### src/rtl/evenodd_sched.sv
// Round-robin owner of the shared even/odd step counter: grants one client, steps count by 2 len times, pulses done, releases.
// Latency: grant and start count are visible after the request edge, step k after edge +k, and grant drops one edge after done.
// Backpressure: requests are level-held; a client waits in IDLE while the other's burst runs, so at most one burst.
module evenodd_sched #(
    parameter int LEN_W = 4
) (
    input  logic             clk,
    input  logic             rst,
    input  logic [1:0]       req,
    input  logic [LEN_W-1:0] len0,
    input  logic [LEN_W-1:0] len1,
    output logic [1:0]       grant,
    output logic [1:0]       done,
    output logic             busy,
    output logic             mode,
    output logic [3:0]       count
);

    typedef enum logic [1:0] {
        ST_IDLE    = 2'd0,
        ST_RUN     = 2'd1,
        ST_RELEASE = 2'd2
    } state_t;

    state_t           state_q;
    logic             last_q;   // owner of the most recent grant; reset to odd so even wins first
    logic [LEN_W-1:0] rem_q;    // steps left in the current burst, including the one about to happen
    logic [1:0]       grant_q;
    logic [1:0]       done_q;
    logic             busy_q;
    logic             mode_q;
    logic [3:0]       count_q;

    logic             pick_vld;
    logic             pick_idx;
    logic [LEN_W-1:0] pick_len_raw;
    logic [LEN_W-1:0] pick_len;

    // Arbitration: a lone requester wins; on contention the client that did not go last wins.
    always_comb begin
        pick_vld = 1'b0;
        pick_idx = 1'b0;
        unique case (req)
            2'b01: begin
                pick_vld = 1'b1;
                pick_idx = 1'b0;
            end
            2'b10: begin
                pick_vld = 1'b1;
                pick_idx = 1'b1;
            end
            2'b11: begin
                pick_vld = 1'b1;
                pick_idx = ~last_q;
            end
            default: begin
                pick_vld = 1'b0;
                pick_idx = 1'b0;
            end
        endcase
        pick_len_raw = pick_idx ? len1 : len0;
        // A zero length still performs one step so every grant ends with a done pulse.
        pick_len = (pick_len_raw == '0) ? LEN_W'(1) : pick_len_raw;
    end

    // Scheduler FSM: every output is a register updated here alongside the state.
    always_ff @(posedge clk or negedge rst) begin
        if (!rst) begin
            state_q <= ST_IDLE;
            last_q  <= 1'b1;
            rem_q   <= '0;
            grant_q <= 2'b00;
            done_q  <= 2'b00;
            busy_q  <= 1'b0;
            mode_q  <= 1'b0;
            count_q <= 4'd0;
        end else begin
            unique case (state_q)
                ST_IDLE: begin
                    // count and mode keep the last owner's values until the next grant.
                    if (pick_vld) begin
                        state_q <= ST_RUN;
                        grant_q <= pick_idx ? 2'b10 : 2'b01;
                        mode_q  <= pick_idx;
                        count_q <= {3'b000, pick_idx};
                        last_q  <= pick_idx;
                        rem_q   <= pick_len;
                        busy_q  <= 1'b1;
                    end
                end
                ST_RUN: begin
                    // Adding 2 preserves parity, so the 4-bit wrap lands on 0 (even) or 1 (odd).
                    count_q <= count_q + 4'd2;
                    rem_q   <= rem_q - LEN_W'(1);
                    if (rem_q == LEN_W'(1)) begin
                        done_q  <= grant_q;
                        state_q <= ST_RELEASE;
                    end
                end
                ST_RELEASE: begin
                    // The release cycle is the mandatory gap before the next owner.
                    grant_q <= 2'b00;
                    done_q  <= 2'b00;
                    busy_q  <= 1'b0;
                    state_q <= ST_IDLE;
                end
                default: begin
                    grant_q <= 2'b00;
                    done_q  <= 2'b00;
                    busy_q  <= 1'b0;
                    state_q <= ST_IDLE;
                end
            endcase
        end
    end

    assign grant = grant_q;
    assign done  = done_q;
    assign busy  = busy_q;
    assign mode  = mode_q;
    assign count = count_q;

endmodule

### config.mk
export PLATFORM = sky130hd
export DESIGN_NAME = evenodd_sched
export DESIGN_NICKNAME = d
export VERILOG_FILES = /design/src/rtl/evenodd_sched.sv
export SDC_FILE = /design/constraint.sdc
export NUM_CORES = 1
export LEC_CHECK = 0
export ABC_AREA = 1
export ABC_CLOCK_PERIOD_IN_PS = 2900
export CORE_UTILIZATION = 40
export CTS_BUF_LIST = sky130_fd_sc_hd__clkbuf_16
export DETAILED_ROUTE_END_ITERATION = 10
export PLACE_DENSITY_LB_ADDON = 0.05
export SETUP_SLACK_MARGIN = 0.2
export SYNTH_ARGS = -nofsm -noshare
export SYNTH_HDL_FRONTEND = slang
export SYNTH_SLANG_ARGS = --single-unit
### constraint.sdc
create_clock -name clk -period 2.9 [get_ports clk]
set_input_delay 0.58 -clock clk [delete_from_list [all_inputs] [get_ports clk]]
set_output_delay 0.58 -clock clk [all_outputs]
set_load 0.05 [all_outputs]
==> impl_results.md, run 1 <==
- Status: completed
- Maximum VDD drop: roughly 760 µV
- Top-area cell type share of the netlist area: 42.4%
- Unrepaired setup endpoints after global routing: false
- Clock share of power: 17.7%
- Max-cap violations: 0
- Hold slack: between 0.4 and 0.5 ns
- Wire length per cell: 11.5 µm
- Area growth syn-to-layout: 33.3%
- Post-route ant nets: 0
- Syn Nets: 120
- FP Rows: 17
- Synthesized flop and latch total: 17
- CP max-delay cell: clkdlybuf4s50_1
- Clock Sinks: 17
- Initial DRC count: 4
- Setup Buffers After CTS: 0
- Sw frac: 46.4%
- Slew Limit Fails: 0
- GRT Total Usage: 17.4%
- Vias per inst: approximately 4.8
- TritonCTS buffer count: 3
- Vias in the first global route: around 710
- Setup Viol. Count Final: 0
- Gate power share: 54.6%
- CTS tree: yes
- Final setup TNS: 0 ns
- First-pass GRT wire length: 3190 µm
- Routability Congestion: 0.797
- Die Ht: 50.6 µm
- Crit path kind: flip-flop to primary output
- Ys async rst share: 100%
- Combined area of the multi-input logic cells: approximately 420 µm²
- Hold WC Path Type: flip-flop to flip-flop
- Post-synth cell types: 26
- Power per cell area: 1250 nW/µm²
- Crit path launch: count[1]
- Dominant cell type by area after synthesis: dfrtp_1
- Max stage delay on crit path: 0.82 ns
- Worst R2R Start: state_q[1]
- Clk buf depth: 2
- Hold buffer count at CTS: 0
- Post-synthesis sequential area ratio: between 40% and 50%
- Die X: 50.6 µm
- Flop pwr share: between 20 and 30%
- Worst-path cell chain: clkdlybuf4s50_1
- PortBufs: 21
- P_leak: 0.626 nW
- Post-synth top flop: dfrtp_1
- Fin. Hold Viols: 0
- Cell family with most CP delay: buffers and inverters
- Post-layout min period: 2.05 ns
- Synth Instances: 105
- Main area contributors after synthesis: dfrtp_1, nand2_1, inv_1, nand3_1, ha_1
- Switch Pwr: between 0.7 and 0.8 mW
- Antenna violations before repair: 0
- Count of flip-flops with a built-in enable after synthesis: 0
- Worst skew pair latency: 0.25 ns
- Tightest Pin Transition: 0.774 ns
- DR pass1 iterations: 6
- Worst hold start: last_q
- Antenna diodes: 0
- DP Worst Slack: about 0.97 ns
- Die area: 2560 µm²
- Root Driver: clkbuf_16
- Clock skew: 0.00134 ns
- Sequential standard cell area: 427 µm²
- Worst path bufs/invs: 1
- Mapped Area: about 940 µm²
- CP max FO: 4
- Warnings from Yosys: 0
- FMAX: 488 MHz
- Post-cts sizing count: 0
- Core area: ~2200 µm²
- Total Nets Final: 145
- Crit end category: primary output
- GRT overflow: 0
- WP data arrival: 1.47 ns
- Crit path required time: 2.32 ns
- Mean Syn Cell Area: approximately 9 µm²
- Fill count: roughly 210
- # IOs: 22
- Period utilisation layout: 70.7%
- # DRC: 0
- Slew HR: 48.2%
- Final worst slack: between 0.8 and 0.9 ns
- Cell Int Power: 0.840 mW
- Placed insts: approximately 150
- Non-filler instance count after layout: about 160
- Clock Pin Slew Worst Setup and Hold Paths: 0.05 ns
- Post-Route WL: 1810 µm
- HPWL after detailed placement: 1350 µm
- Pin count of the biggest net entering global routing: 18
- Startpoint class of the critical path: flip-flop
- Share of cells above drive strength 1: 18.6%
- DR vias: approximately 750
- H-tree depth: 1
- Initial Util: a little over two fifths
## area by class of cell
class	instances	share of cell area (%)
timing repair buffer	21	16.7
inverter	20	6.57
clock buffer	3	5.97
clock inverter	1	0.398
sequential	17	33.9
tap	28	2.79
multi-input combinational	67	33.6
## sequential cells by signal, summed over array words and instances (netlist names)
| name | cells |
|---|---|
| last_q | 1 |
| busy | 1 |
| state_q | 2 |
| mode | 1 |
| rem_q | 4 |
| grant | 2 |
| count | 4 |
| done | 2 |
## per-layer routing
metal | up-vias | global-route usage (%) | routed length (µm)
li1 | 388 | - | -
met1 | 339 | 23.6 | 903
met2 | 17 | 24.9 | 791
met3 | 4 | 5.45 | 75
met4 | 0 | 8.33 | 40
met5 | - | 0 | 0
## layout by cell type (no fill, tap or decap), types with 3 or more instances in the layout
master / instances
dfrtp_1: 16
nand2_2: 4
nand3_1: 9
a21oi_1: 3
inv_1: 17
ha_1: 3
clkbuf_16: 3
nor2_1: 3
nand2_1: 24
nand3_2: 3
o211ai_2: 3
clkdlybuf4s50_1: 21
## power groups by stage
stage | Sequential, mW | Clock, mW | Combinational (mW)
global placement | 0.435 | 0 | 0.853
detailed placement | 0.439 | 0 | 0.857
global route | 0.449 | 0.293 | 0.937
finish | 0.434 | 0.277 | 0.855
floorplan | 0.656 | 0 | 0.416
CTS | 0.436 | 0.283 | 0.862
## cells in the mapped netlist (2+ instances only)
library cell	count
o21ai_1	2
nor2_1	3
nand2_2	4
o21ai_2	2
nand3b_1	2
o211ai_2	3
nand2_1	24
ha_1	3
nand4_1	2
inv_1	17
a21oi_1	3
dfrtp_1	16
nand3_1	9
nand3_2	3
## metrics by stage
stage	utilization [%]	instance area [µm²]	power, mW
global route	56.8	1260	1.68
detailed placement	53.2	1180	1.30
global placement	53.2	1180	1.29
finish	56.8	1260	1.57
floorplan	-	943	1.07
CTS	56.8	1260	1.58
## logic make-up (layout without fill, tap and decap cells)
kind of cell | Yosys count | in the layout | synth area share [%]
xor gates and xnor gates | 1 | 1 | 0.929
DFF | 17 | 17 | 45.2
AOI/OAI and AO/OA | 13 | 13 | 11.9
adders and majority gates | 3 | 3 | 3.98
and+or+nand+nor | 50 | 50 | 28.0
buffers and inverters | 21 | 45 | 9.95
## worst paths after layout
check	endpoint	slack, ns	depth (start not counted)
min in group asynchronous	grant[0]	0.79	1
setup reg to reg	rem_q[0]	1.64	5
hold reg to reg	last_q	0.46	2
max in group asynchronous	rem_q[1]	1.63	1
setup / recovery	count[1]	0.85	1
hold / removal	last_q	0.46	2
(Power assumes the default switching activity.)
==> run 2: changes to the inputs <==
ABC_CLOCK_PERIOD_IN_PS = 1800   (was 2900)
clock period = 1.8 ns   (was 2.9 ns; I/O delays follow)
==> run 2 against run 1 <==
Against the previous run: critical path depth up 6; design area down 1.1%; total power up 59%; die area did not move; clock power increased by 55%; sequential power increased by 61%; core utilization shrank 0.62 points.
==> impl_results.md, run 2 (synthesized netlist as in run 1, its figures left out) <==
- Status: completed (unchanged)
- HPWL after detailed placement: 1430 µm (was 1350 µm)
- DR pass1 iterations: 3 (was 6)
- Unrepaired setup endpoints after global routing: false (unchanged)
- Pin count of the biggest net entering global routing: 12 (was 18)
- FMAX: 714 MHz
- Max-cap violations: 0 (unchanged)
- CTS tree: yes (unchanged)
- GRT overflow: 0 (unchanged)
- Met3 GRT Util: 2.73% (was 5.45%)
- Hold WC Path Type: primary input to asynchronous set/reset pin (was flip-flop to flip-flop)
- Clock Sinks: 17 (unchanged)
- DP Worst Slack: 0.0677 ns (was 0.969 ns)
- Clock skew: 0.000723 ns (was 0.00134 ns)
- Vias in the first global route: 737 (was 705)
- Total Nets Final: 146 (was 145)
- Antenna violations before repair: 0 (unchanged)
- Commonest non-fill, non-tap cell in the layout: nand2_1 (unchanged)
- Crit path required time: 1.96 ns (was 2.32 ns)
- Power per cell area: 2000 nW/µm² (was 1250 nW/µm²)
- Met2 Track Usage GR: 25.6% (was 24.9%)
- Vias per inst: 4.75 (was 4.76)
- H-tree depth: 1 (unchanged)
- # IOs: 22 (unchanged)
- FP Rows: 17 (unchanged)
- GRT Total Usage: 16.7% (was 17.4%)
- Crit path kind: primary input to flip-flop (was flip-flop to primary output)
- Final worst slack: 0.399 ns (was 0.850 ns)
- Wire length per cell: 11.4 µm (was 11.5 µm)
- Initial Util: 42.6% (unchanged)
- Die X: 50.6 µm (unchanged)
- PortBufs: 21 (unchanged)
- Post-Route WL: 1790 µm (was 1810 µm)
- DR vias: 750 (was 748)
- CP max FO: 11 (was 4)
- Setup Viol. Count Final: 0 (unchanged)
- Initial DRC count: 11 (was 4)
- Startpoint class of the critical path: primary input (was flip-flop)
- Placed instance area: 1160 µm² (was 1180 µm²)
- First-pass GRT wire length: 3130 µm (was 3190 µm)
- Final setup TNS: 0 ns (unchanged)
- Commonest cells after routing, fill and taps aside: nand2_1, inv_1, dfrtp_1 (was nand2_1, clkdlybuf4s50_1, inv_1)
- Slew HR: 75.7% (was 48.2%)
- Clock Pin Slew Worst Setup and Hold Paths: 0.05 ns (about the same)
- Routability Congestion: 0.764 (was 0.797)
- Fin. Hold Viols: 0 (unchanged)
- # DRC: 0 (unchanged)
- Design area: 1240 µm² (was 1260 µm²)
- Core area: 2210 µm² (unchanged)
- Post-route ant nets: 0 (unchanged)
- Met1 usage: 22.7% (was 23.6%)
- Share of cells above drive strength 1: 26.2% (was 18.6%)
- Root Driver: clkbuf_16 (unchanged)
- Hold slack: 0.395 ns (was 0.461 ns)
- Slew Limit Fails: 0 (unchanged)
- Die Ht: 50.6 µm (unchanged)
- Antenna diodes: 0 (unchanged)
- Post-layout min period: roughly 1.4 ns
- Maximum VDD drop: 1130 µV (was 763 µV)
- Period utilisation layout: 77.8%
- P_leak: 0.649 nW (was 0.626 nW)
- Worst reg-to-reg path cell count: 6 (was 5)
- GR peak layer: met2 (unchanged)
- TritonCTS buffer count: 3 (unchanged)
- Crit end category: flip-flop (was primary output)
- Hold buffer count at CTS: 0 (unchanged)
- Worst skew pair latency: 0.24 ns (was 0.25 ns)
- Area growth syn-to-layout: 31.8% (was 33.3%)
- Clk buf depth: 2 (unchanged)
- Tightest Pin Transition: 0.364 ns (was 0.774 ns)
- WP data arrival: 1.56 ns (was 1.47 ns)
- Die area: 2560 µm² (unchanged)
## run 2: cell types whose count changed in the layout (fill, tap and decap cells not counted)
cell,previous run,this run
buf_4,0,11
nand2_2,4,3
clkinv_2,1,0
inv_1,17,18
nand2_4,1,2
clkdlybuf4s50_1,21,11
## run 2: power breakdown
part	internal, mW	switching [mW]
clock network	0.294	0.136
registers	0.577	0.122
logic	0.447	0.910
total	1.32	1.17
## run 2: cell type report
type	instances	area [µm²]
clock inverter	1	3.75
clock buffer	3	75.1
inverter	20	82.6
tap	28	35.0
multi-input combinational	67	428
timing repair buffer	22	193
sequential	17	427
fill	231	968
## run 2: what timing repair did
item                                   4_1_cts  5_1_grt
buffers inserted                             0        0
gates resized for setup                      0        1
setup endpoints to repair                    0        1
endpoints found under the hold margin        0        0
## run 2: metal layers
metal  vias up  share of wire (%)  wire length, µm
li1        388                  -                -
met1       347                 49              883
met2        13                 47              836
met3         2                3.2               57
met4         0               0.89               16
met5         -                  0                0
## run 2: worst max-delay path, stage by stage
cell	delay, ns
clkdlybuf4s50_1	0.55
inv_2	0.08
nand2_2	0.10
nand2_4	0.11
nand2_1	0.15
a21oi_1	0.08
a21oi_1	0.14
## run 2: path summary, 6_finish.rpt
path                       endpoint  slack, ns    from
setup / recovery           rem_q[0]       0.40  req[1]
hold / removal              done[1]       0.40     rst
setup reg to reg           rem_q[0]       0.52  last_q
hold reg to reg              last_q       0.47  last_q
max in group asynchronous  count[3]       0.93     rst
min in group clk             last_q       0.47  last_q
## run 2: per-stage QoR
stage | instances | util [%] | total power, mW
2_1_floorplan | 105 | - | 1.73
3_3_place_gp | 154 | 52.4 | 2.04
3_5_place_dp | 154 | 52.4 | 2.06
4_1_cts | 158 | 56.0 | 2.51
5_1_grt | 158 | 56.2 | 2.67
6_report | 158 | 56.2 | 2.49
==> run 3: changes to the inputs <==
ABC_CLOCK_PERIOD_IN_PS = 1140   (was 1800)
clock period = 1.14 ns   (was 1.8 ns; I/O delays follow)
==> run 3 against run 2 <==
Against the previous run: the flow now finishes with violations (negative setup slack); first-iteration DRC count up 18%; total power up 110%; critical path type is now flip-flop to flip-flop; clock-buffer cell count unchanged; sequential power up 80%; register-to-register slack worse by 0.54 ns; worst setup slack worse by 0.42 ns; global-route usage up 4.7 points; routed wire length up 37%; clock power up 68%; sequential share of layout area down 8.3 points; critical path depth down 1; design area up 33%.
==> impl_results.md, run 3 (synthesized netlist as in run 1, its figures left out) <==
- Status: finished, violations left (was completed)
- Failing checks: negative setup slack
- Worst reg-to-reg path cell count: 6 (unchanged)
- Worst-path cell chain: nand2_4, nand2_8, nand2_4, nand2_2, nand3_2, a21oi_2 (was clkdlybuf4s50_1, inv_2, nand2_2, nand2_4, nand2_1, a21oi_1, a21oi_1)
- FP Rows: 17 (unchanged)
- Commonest non-fill, non-tap cell in the layout: buf_4 (was nand2_1)
- DR pass1 iterations: 3 (unchanged)
- WP data arrival: 1.34 ns (was 1.56 ns)
- Antenna diodes: 0 (unchanged)
- Vias per inst: 4.88 (was 4.75)
- Tightest Pin Transition: 0.237 ns (was 0.364 ns)
- Die area: 2560 µm² (unchanged)
- Worst skew pair latency: 0.25 ns (was 0.24 ns)
- Slew HR: 84.2% (was 75.7%)
- Root Driver: clkbuf_16 (unchanged)
- Worst R2R Start: last_q (unchanged)
- Unrepaired setup endpoints after global routing: true (was false)
- HPWL after detailed placement: 1650 µm (was 1430 µm)
- Setup Viol. Count Final: 1 (was 0)
- Design area: 1650 µm² (was 1240 µm²)
- Final worst slack: -0.0227 ns (was 0.399 ns)
- Crit path required time: 1.32 ns (was 1.96 ns)
- Total power: 5.32 mW (was 2.49 mW)
- Post-layout min period: about 1.2 ns
- Crit end category: flip-flop (unchanged)
- FMAX: 860 MHz
- Max-cap violations: 0 (unchanged)
- Antenna violations before repair: 0 (unchanged)
- Maximum VDD drop: 1950 µV (was 1130 µV)
- Die X: 50.6 µm (unchanged)
- CP max FO: 5 (was 11)
- Post-Route WL: 2460 µm (was 1790 µm)
- Fill count: 167 (was 231)
- Slew Limit Fails: 0 (unchanged)
- # DRC: 0 (unchanged)
- H-tree depth: 1 (unchanged)
- Flop2flop setup slack: -0.02 ns (was 0.52 ns)
- PortBufs: 21 (unchanged)
- Routability Congestion: 0.746 (was 0.764)
- CP max-delay cell: dfstp_2 (was clkdlybuf4s50_1)
- Die Ht: 50.6 µm (unchanged)
- Power per cell area: 3220 nW/µm² (was 2000 nW/µm²)
- Max stage delay on crit path: 0.55 ns (about the same)
- Total Nets Final: 164 (was 146)
- Core area: 2210 µm² (unchanged)
- Wire length per cell: 14.0 µm (was 11.4 µm)
- Area growth syn-to-layout: 75.1% (was 31.8%)
- Most used cell, CP: nand2_4 (was a21oi_1)
- Fin. Hold Viols: 0 (unchanged)
- Initial Util: 42.6% (unchanged)
- Placed insts: 160 (was 154)
- Crit path kind: flip-flop to flip-flop (was primary input to flip-flop)
- Startpoint class of the critical path: flip-flop (was primary input)
- GRT overflow: 0 (unchanged)
- P_leak: 0.811 nW (was 0.649 nW)
- Non-filler instance count after layout: 176 (was 158)
- Vias in the first global route: 911 (was 737)
- Clock Pin Slew Worst Setup and Hold Paths: 0.05 ns (about the same)
- Final setup TNS: -0.0227 ns (was 0 ns)
- Hold buffer count at CTS: 0 (unchanged)
- DR vias: 858 (was 750)
- Clk buf depth: 2 (unchanged)
- GRT Total Usage: 21.4% (was 16.7%)
- Combined area of the multi-input logic cells: 558 µm² (was 428 µm²)
- Hold WC Path Type: primary input to asynchronous set/reset pin (unchanged)
- Period utilisation layout: 102%
- First-pass GRT wire length: 4000 µm (was 3130 µm)
- RR Endpoint: rem_q[0] (unchanged)
- Placed instance area: 1400 µm² (was 1160 µm²)
- Sequential standard cell area: 429 µm² (was 427 µm²)
- Clock Sinks: 17 (unchanged)
- Hold slack: 0.306 ns (was 0.395 ns)
- CTS tree: yes (unchanged)
- Commonest cells after routing, fill and taps aside: buf_4, dfrtp_1, inv_1, nand2_1, buf_12 (was nand2_1, inv_1, dfrtp_1)
- Pin count of the biggest net entering global routing: 18 (was 12)
- Share of cells above drive strength 1: 54.1% (was 26.2%)
- # IOs: 22 (unchanged)
- TritonCTS buffer count: 3 (unchanged)
- Clock skew: 0.00173 ns (was 0.000723 ns)
- Post-route ant nets: 0 (unchanged)
- Initial DRC count: 13 (was 11)
-- run 3: cell types whose count changed in the layout (fill, tap and decap cells not counted), moves of 3 or more --
cell,before,now
buf_4,11,15
nand3_1,9,5
buf_6,0,3
nand2_2,3,9
ha_1,3,0
inv_2,1,5
buf_12,0,10
nand3_2,3,7
inv_1,18,13
nand2_4,2,6
nand2_1,24,13
ha_4,0,3
-- run 3: area by class of cell --
cell class,count,share of cell area (%)
repair buffers,39,27.7
inverters,20,5.15
repair inverters,1,0.379
flip-flops and latches,17,26.0
clock buffers,3,4.55
multi-input cells,67,33.8
well taps,28,2.12
clock inverters,1,0.303
-- run 3: how the worst max path moves through the flow --
stage	slack [ns]	cells past startpoint	to	from
after floorplan	0.07	4	count[3]	count[1]
after global placement	-0.28	7	mode	req[0]
after detailed placement	-0.32	7	mode	req[0]
after CTS	0.006	6	rem_q[0]	last_q
after global routing	-0.07	6	rem_q[0]	last_q
final	-0.02	6	rem_q[0]	last_q
-- run 3: worst max-delay path: cells and delay by family, from the launching register on --
family	cells	cell delay (ns)
flops	1	0.55
simple gates	5	0.40
compound gates	1	0.14
-- run 3: per-layer routing --
layer / up-vias / GRT usage [%] / wire [µm]
li1: 427 / - / -
met5: - / 0 / 0
met3: 6 / 4.85 / 103
met4: 0 / 5.09 / 46
met1: 404 / 24.4 / 991
met2: 21 / 40.0 / 1320
-- run 3: repair_timing --
item	in CTS	in global routing
cloned	1	0
resized for setup	11	12
setup endpoints to repair	27	27
setup buffers	7	4
endpoints found under the hold margin	0	0
pin swaps	2	8
-- run 3: metrics by stage --
stage	worst slack (ns)	util [%]
floorplan	0.0697	-
global placement	-0.280	63.2
detailed placement	-0.317	63.2
CTS	0.00607	71.1
global route	-0.0677	74.7
finish	-0.0227	74.7
-- run 3: power breakdown --
group	switching [mW]	internal (mW)
sequential	0.344	0.919
combinational	1.76	1.58
clock	0.251	0.470
total	2.35	2.97
